<file path="config.mk">
export PLATFORM = sky130hd
export DESIGN_NAME = sign_magnitude_accumulator
export DESIGN_NICKNAME = d
export VERILOG_FILES = /design/src/rtl/sign_magnitude_accumulator.sv
export SDC_FILE = /design/constraint.sdc
export NUM_CORES = 1
export LEC_CHECK = 0
export ABC_AREA = 0
export CORE_MARGIN = 2
export CORE_UTILIZATION = 52
export DETAILED_ROUTE_END_ITERATION = 10
export PLACE_DENSITY_LB_ADDON = 0.25
export SLEW_MARGIN = 20
export SYNTH_ARGS = -nofsm -noshare
export SYNTH_HDL_FRONTEND = slang
export SYNTH_SLANG_ARGS = --single-unit
</file>
<file path="constraint.sdc">
create_clock -name i_clk -period 2.64 [get_ports i_clk]
set_input_delay 0.264 -clock i_clk [delete_from_list [all_inputs] [get_ports i_clk]]
set_output_delay 0.264 -clock i_clk [all_outputs]
set_load 0.02 [all_outputs]
</file>
<file path="src/rtl/sign_magnitude_accumulator.sv">
// Streaming sign-magnitude accumulator: sums COUNT terms per frame and presents
// each frame total on a valid/ready output together with a sticky overflow flag.
module sign_magnitude_accumulator #(
    parameter int N     = 4,
    parameter int COUNT = 4
) (
    input  logic         i_clk,
    input  logic         i_rst_n,
    input  logic         i_valid,
    output logic         o_ready,
    input  logic [N-1:0] i_data,
    output logic         o_valid,
    input  logic         i_ready,
    output logic [N-1:0] o_data,
    output logic         o_overflow
);

    localparam int M  = N - 1;
    localparam int CW = $clog2(COUNT + 1);
    localparam logic [CW-1:0] LAST_CNT = CW'(COUNT - 1);

    localparam logic [0:0] ST_ACCUM = 1'b0;
    localparam logic [0:0] ST_DONE  = 1'b1;

    logic [0:0]    state_q, state_d;
    logic [N-1:0]  acc_q, acc_d;
    logic [CW-1:0] cnt_q, cnt_d;
    logic          ovf_q, ovf_d;
    logic          ready_q, ready_d;
    logic          valid_q, valid_d;
    logic [N-1:0]  data_q, data_d;

    logic          a_sign, b_sign, res_sign, carry;
    logic [M-1:0]  a_mag, b_mag, res_mag;
    logic [M:0]    wide_sum;
    logic [N-1:0]  sum_val;
    logic          in_fire, out_fire;

    // Adder: an input -0 is folded to +0 before the sign comparison, and a zero
    // magnitude result is always forced positive.
    always_comb begin
        a_sign   = acc_q[N-1];
        a_mag    = acc_q[M-1:0];
        b_mag    = i_data[M-1:0];
        b_sign   = i_data[N-1] & (b_mag != '0);
        wide_sum = {1'b0, a_mag} + {1'b0, b_mag};
        carry    = 1'b0;
        res_mag  = '0;
        res_sign = 1'b0;
        if (a_sign == b_sign) begin
            res_mag  = wide_sum[M-1:0];
            res_sign = a_sign;
            carry    = wide_sum[M];
        end else if (a_mag >= b_mag) begin
            res_mag  = a_mag - b_mag;
            res_sign = a_sign;
        end else begin
            res_mag  = b_mag - a_mag;
            res_sign = b_sign;
        end
        if (res_mag == '0) begin
            res_sign = 1'b0;
        end
        sum_val = {res_sign, res_mag};
    end

    assign in_fire  = (state_q == ST_ACCUM) && i_valid && ready_q;
    assign out_fire = (state_q == ST_DONE) && valid_q && i_ready;

    always_comb begin
        state_d = state_q;
        acc_d   = acc_q;
        cnt_d   = cnt_q;
        ovf_d   = ovf_q;
        ready_d = ready_q;
        valid_d = valid_q;
        data_d  = data_q;
        case (state_q)
            ST_ACCUM: begin
                ready_d = 1'b1;
                valid_d = 1'b0;
                if (in_fire) begin
                    acc_d = sum_val;
                    ovf_d = ovf_q | carry;
                    if (cnt_q == LAST_CNT) begin
                        state_d = ST_DONE;
                        cnt_d   = '0;
                        ready_d = 1'b0;
                        valid_d = 1'b1;
                        data_d  = sum_val;
                    end else begin
                        cnt_d = cnt_q + 1'b1;
                    end
                end
            end
            ST_DONE: begin
                ready_d = 1'b0;
                valid_d = 1'b1;
                if (out_fire) begin
                    state_d = ST_ACCUM;
                    acc_d   = '0;
                    ovf_d   = 1'b0;
                    ready_d = 1'b1;
                    valid_d = 1'b0;
                end
            end
            default: begin
                state_d = ST_ACCUM;
                acc_d   = '0;
                cnt_d   = '0;
                ovf_d   = 1'b0;
                ready_d = 1'b0;
                valid_d = 1'b0;
            end
        endcase
    end

    always_ff @(posedge i_clk or negedge i_rst_n) begin
        if (!i_rst_n) begin
            state_q <= ST_ACCUM;
            acc_q   <= '0;
            cnt_q   <= '0;
            ovf_q   <= 1'b0;
            ready_q <= 1'b0;
            valid_q <= 1'b0;
            data_q  <= '0;
        end else begin
            state_q <= state_d;
            acc_q   <= acc_d;
            cnt_q   <= cnt_d;
            ovf_q   <= ovf_d;
            ready_q <= ready_d;
            valid_q <= valid_d;
            data_q  <= data_d;
        end
    end

    assign o_ready    = ready_q;
    assign o_valid    = valid_q;
    assign o_data     = data_q;
    assign o_overflow = ovf_q;

endmodule

</file>
==> impl_results.md <==
* Nets@finish at 130
* Reg2Reg Depth at 6
* Place WS at 0.131 ns
* Max incr delay on CP at around 0.57 ns
* TritonRoute pass-1 iters at 4
* Logic gate share of total power at between 50% and 60%
* Switching pwr at between 500 and 600 µW
* CP startpoint kind: input pin
* Clock Path Buffers at 2
* #FFs+latches synth at 14
* Worst-Margin Slew at 0.617 ns
* CTS H-tree lvls at 1
* Quantity of gates resized following cts at 0
* Count of different cell masters after synthesis at 31
* Die width at 46.5 µm
* Layout area overhead at 24.1%
* Max Clk Rate at around 450 MHz
* First-pass GRT wire length at 3180 µm
* RSZ-0062 raised after global routing: false
* GR peak layer: met2
* Post-synthesis compound-gate area fraction at approximately 24%
* Final wirelength at 1830 µm
* Detailed Place HPWL at 1500 µm
* Clk_skew at between 0.004 and 0.005 ns
* Core area at between 0.0015 and 0.002 mm²
* Syn_area_per_cell at 10.5 µm²
* CP Max Fanout at 4
* Root buf cell: clkbuf_4
* Hold Path Class: input pin to asynchronous set/reset pin
* FF-to-FF Start: acc_q[0]
* DR vias at roughly 740
* Total GRT Usage at around a fifth
* Vias in the first global route at about 800
* Endpoints failing hold at 0
* Diode count at 0
* PortBufs at 14
* Status: finished, final reports clean
* Congestion Overflow GR at 0
* Worst path slowest cell: clkdlybuf4s50_1
* Die Area at 0.00217 mm²
* Height of the die at about 47 µm
* Async set-or-reset flop fraction in the synthesized netlist at 100%
* Power density over cell area at ~1100 mW/mm²
* Mapped Area at ~940 µm²
* Clock buffer count from CTS at 3
* Post-route cell area at roughly 0.0012 mm²
* Global Route met3 Usage at 3.14%
* Power Internal at just over 700 µW
* Share of layout cells above drive strength 1 at roughly 13%
* Global-route track usage on met2 at 38.1%
* R2R Path End: acc_q[3]
* Clk slew on worst S/H paths at ~0.08 ns
* Fill count at roughly 150
* Worst setup margin at 0.432 ns
* Vias per Instance at around 5.5
* Pleak at roughly 0.00053 µW
* I/O pin count at 15
* Slew headroom at between 50% and 60%
* Setup violators final at 0
* Clk pwr share at 12.2%
* Setup slack, reg-to-reg at 0.56 ns
* Row count at 15
* CP Capture Type: register
* Drc violations at 0
* Post-CTS setup repair buffer count at 0
* Slew Viols, Final at 0
* Worst-Skew Late Latency at 0.28 ns
* Mux cell area share after synthesis at 3.19%
* CTS tree: yes
* Sequential power share at between 20% and 30%
* Critical path arrival at 2.34 ns
* Max_cap viols at 0
* Final Wtd Congestion at roughly 0.81
* Met1 global-route usage at about a quarter
* Area after DPL at about 0.0011 mm²
* Seq/Total Area, Yosys at between 30 and 40%
* Clk sink count at 14
* Synth warnings at 0
* Smallest hold slack at approximately 0.36 ns
* Sw Ratio at around 43%
* WS Path Type: input pin to register
* Final Cycle Share at 83.6%
* Post-synth EDFFs at 0
* VDD IR-drop max at 681 µV
* Setup TNS at 0 ns
* Most frequent cells in the layout: dfrtp_1 (14), clkdlybuf4s50_1 (14), inv_1 (11), ha_1 (8), nand2_1 (7)
* Worst EP required at roughly 2.8 ns
* Post-synthesis simple-gate area fraction at 11.7%
* Crit-path cells: clkdlybuf4s50_1 -> inv_1 -> ha_1 -> a21o_1 -> a311oi_2 -> a2111oi_4 -> a211oi_2 -> a41oi_1
* 1st-iter DRT viols at 5
* Mapped Nets at 109
* Synth Area in XOR/XNOR at between 1.5 and 2%
* Initial antenna violation count at 0
* Effective utilization at floorplan at roughly 55%
* Synth Flop Type: dfrtp_1
* Area share of fa/ha/maj cells after synthesis at between 10% and 20%
* Synth Instances at 90
* Util after Layout at 68.4%
* Hold-fix buffers, CTS at 0
* Combinational family with the most area after synthesis: compound AO/OA/AOI/OAI gates
* Final ANT Viol Nets at 0
* Pin count of the biggest net entering global routing at 15
* Min Clock Period, post-route at roughly 2.2 ns
* DR WL/cell at 13.6 µm
power groups by stage:
stage          registers, µW  clock network [µW]  logic, µW
3_5_place_dp             374                   0        742
6_report                 369                 153        735
2_1_floorplan            416                   0        473
5_1_grt                  379                 165        824
4_1_cts                  369                 156        744
3_3_place_gp             373                   0        725
worst max-delay path: cells and delay by family:
kind	cells	cell delay (ns)
buffers and inverters	2	0.65
adders and majority gates	1	0.31
AOI/OAI and AO/OA	5	1.12
cell usage after synthesis, drive strengths merged (2+ instances only):
master	number	area, µm²
xnor2	2	17.5
dfrtp	14	350
a21oi	4	20.0
ha	8	100
a21o	3	22.5
nand3	5	25.0
a41oi	2	17.5
o21ai	7	35.0
mux2i	3	30.0
inv	11	41.3
nor2	2	7.51
nand2b	4	27.5
nand2	7	26.3
fa	3	60.1
flip-flops by register name (all words and copies together), names as in the netlist:
signal and flops:
acc_q 4, o_data 4, cnt_q 3, o_overflow 1
o_ready 1, o_valid 1
final cells by class:
type	count	area, µm²	share of cell area (%)
clock buffers	4	36.3	3.11
inverters	11	41.3	3.54
multi-input cells	64	546	46.7
flip-flops and latches	14	350	30.0
well taps	25	31.3	2.68
repair buffers	17	163	13.9
through the flow:
stage	total power (µW)	instances
after floorplan	889	90
after global placement	1100	131
after detailed placement	1120	131
after CTS	1270	135
after global routing	1370	135
final	1260	135
metal layers:
metal / up-vias / share of wire, %
met5: - / 0
met4: 0 / 1.9
met3: 6 / 4.0
met2: 24 / 54
met1: 351 / 40
li1: 356 / -
how the worst max path moves through the flow:
stage,start,endpoint,cells past startpoint
final,i_data[2],acc_q[3],8
after global routing,i_data[2],acc_q[3],8
after CTS,i_data[2],acc_q[3],8
after detailed placement,i_data[2],acc_q[3],8
after global placement,i_data[2],o_data[3],8
after floorplan,acc_q[2],acc_q[3],6
kinds of logic after synthesis:
family	Yosys count
flip-flops	14
buffers and inverters	12
adder cells (fa/ha/maj)	11
XOR/XNOR	2
multiplexers	3
AND/OR/NAND/NOR	22
AO/OA/AOI/OAI	26
Note: power is estimated with default switching activity, not from simulation.
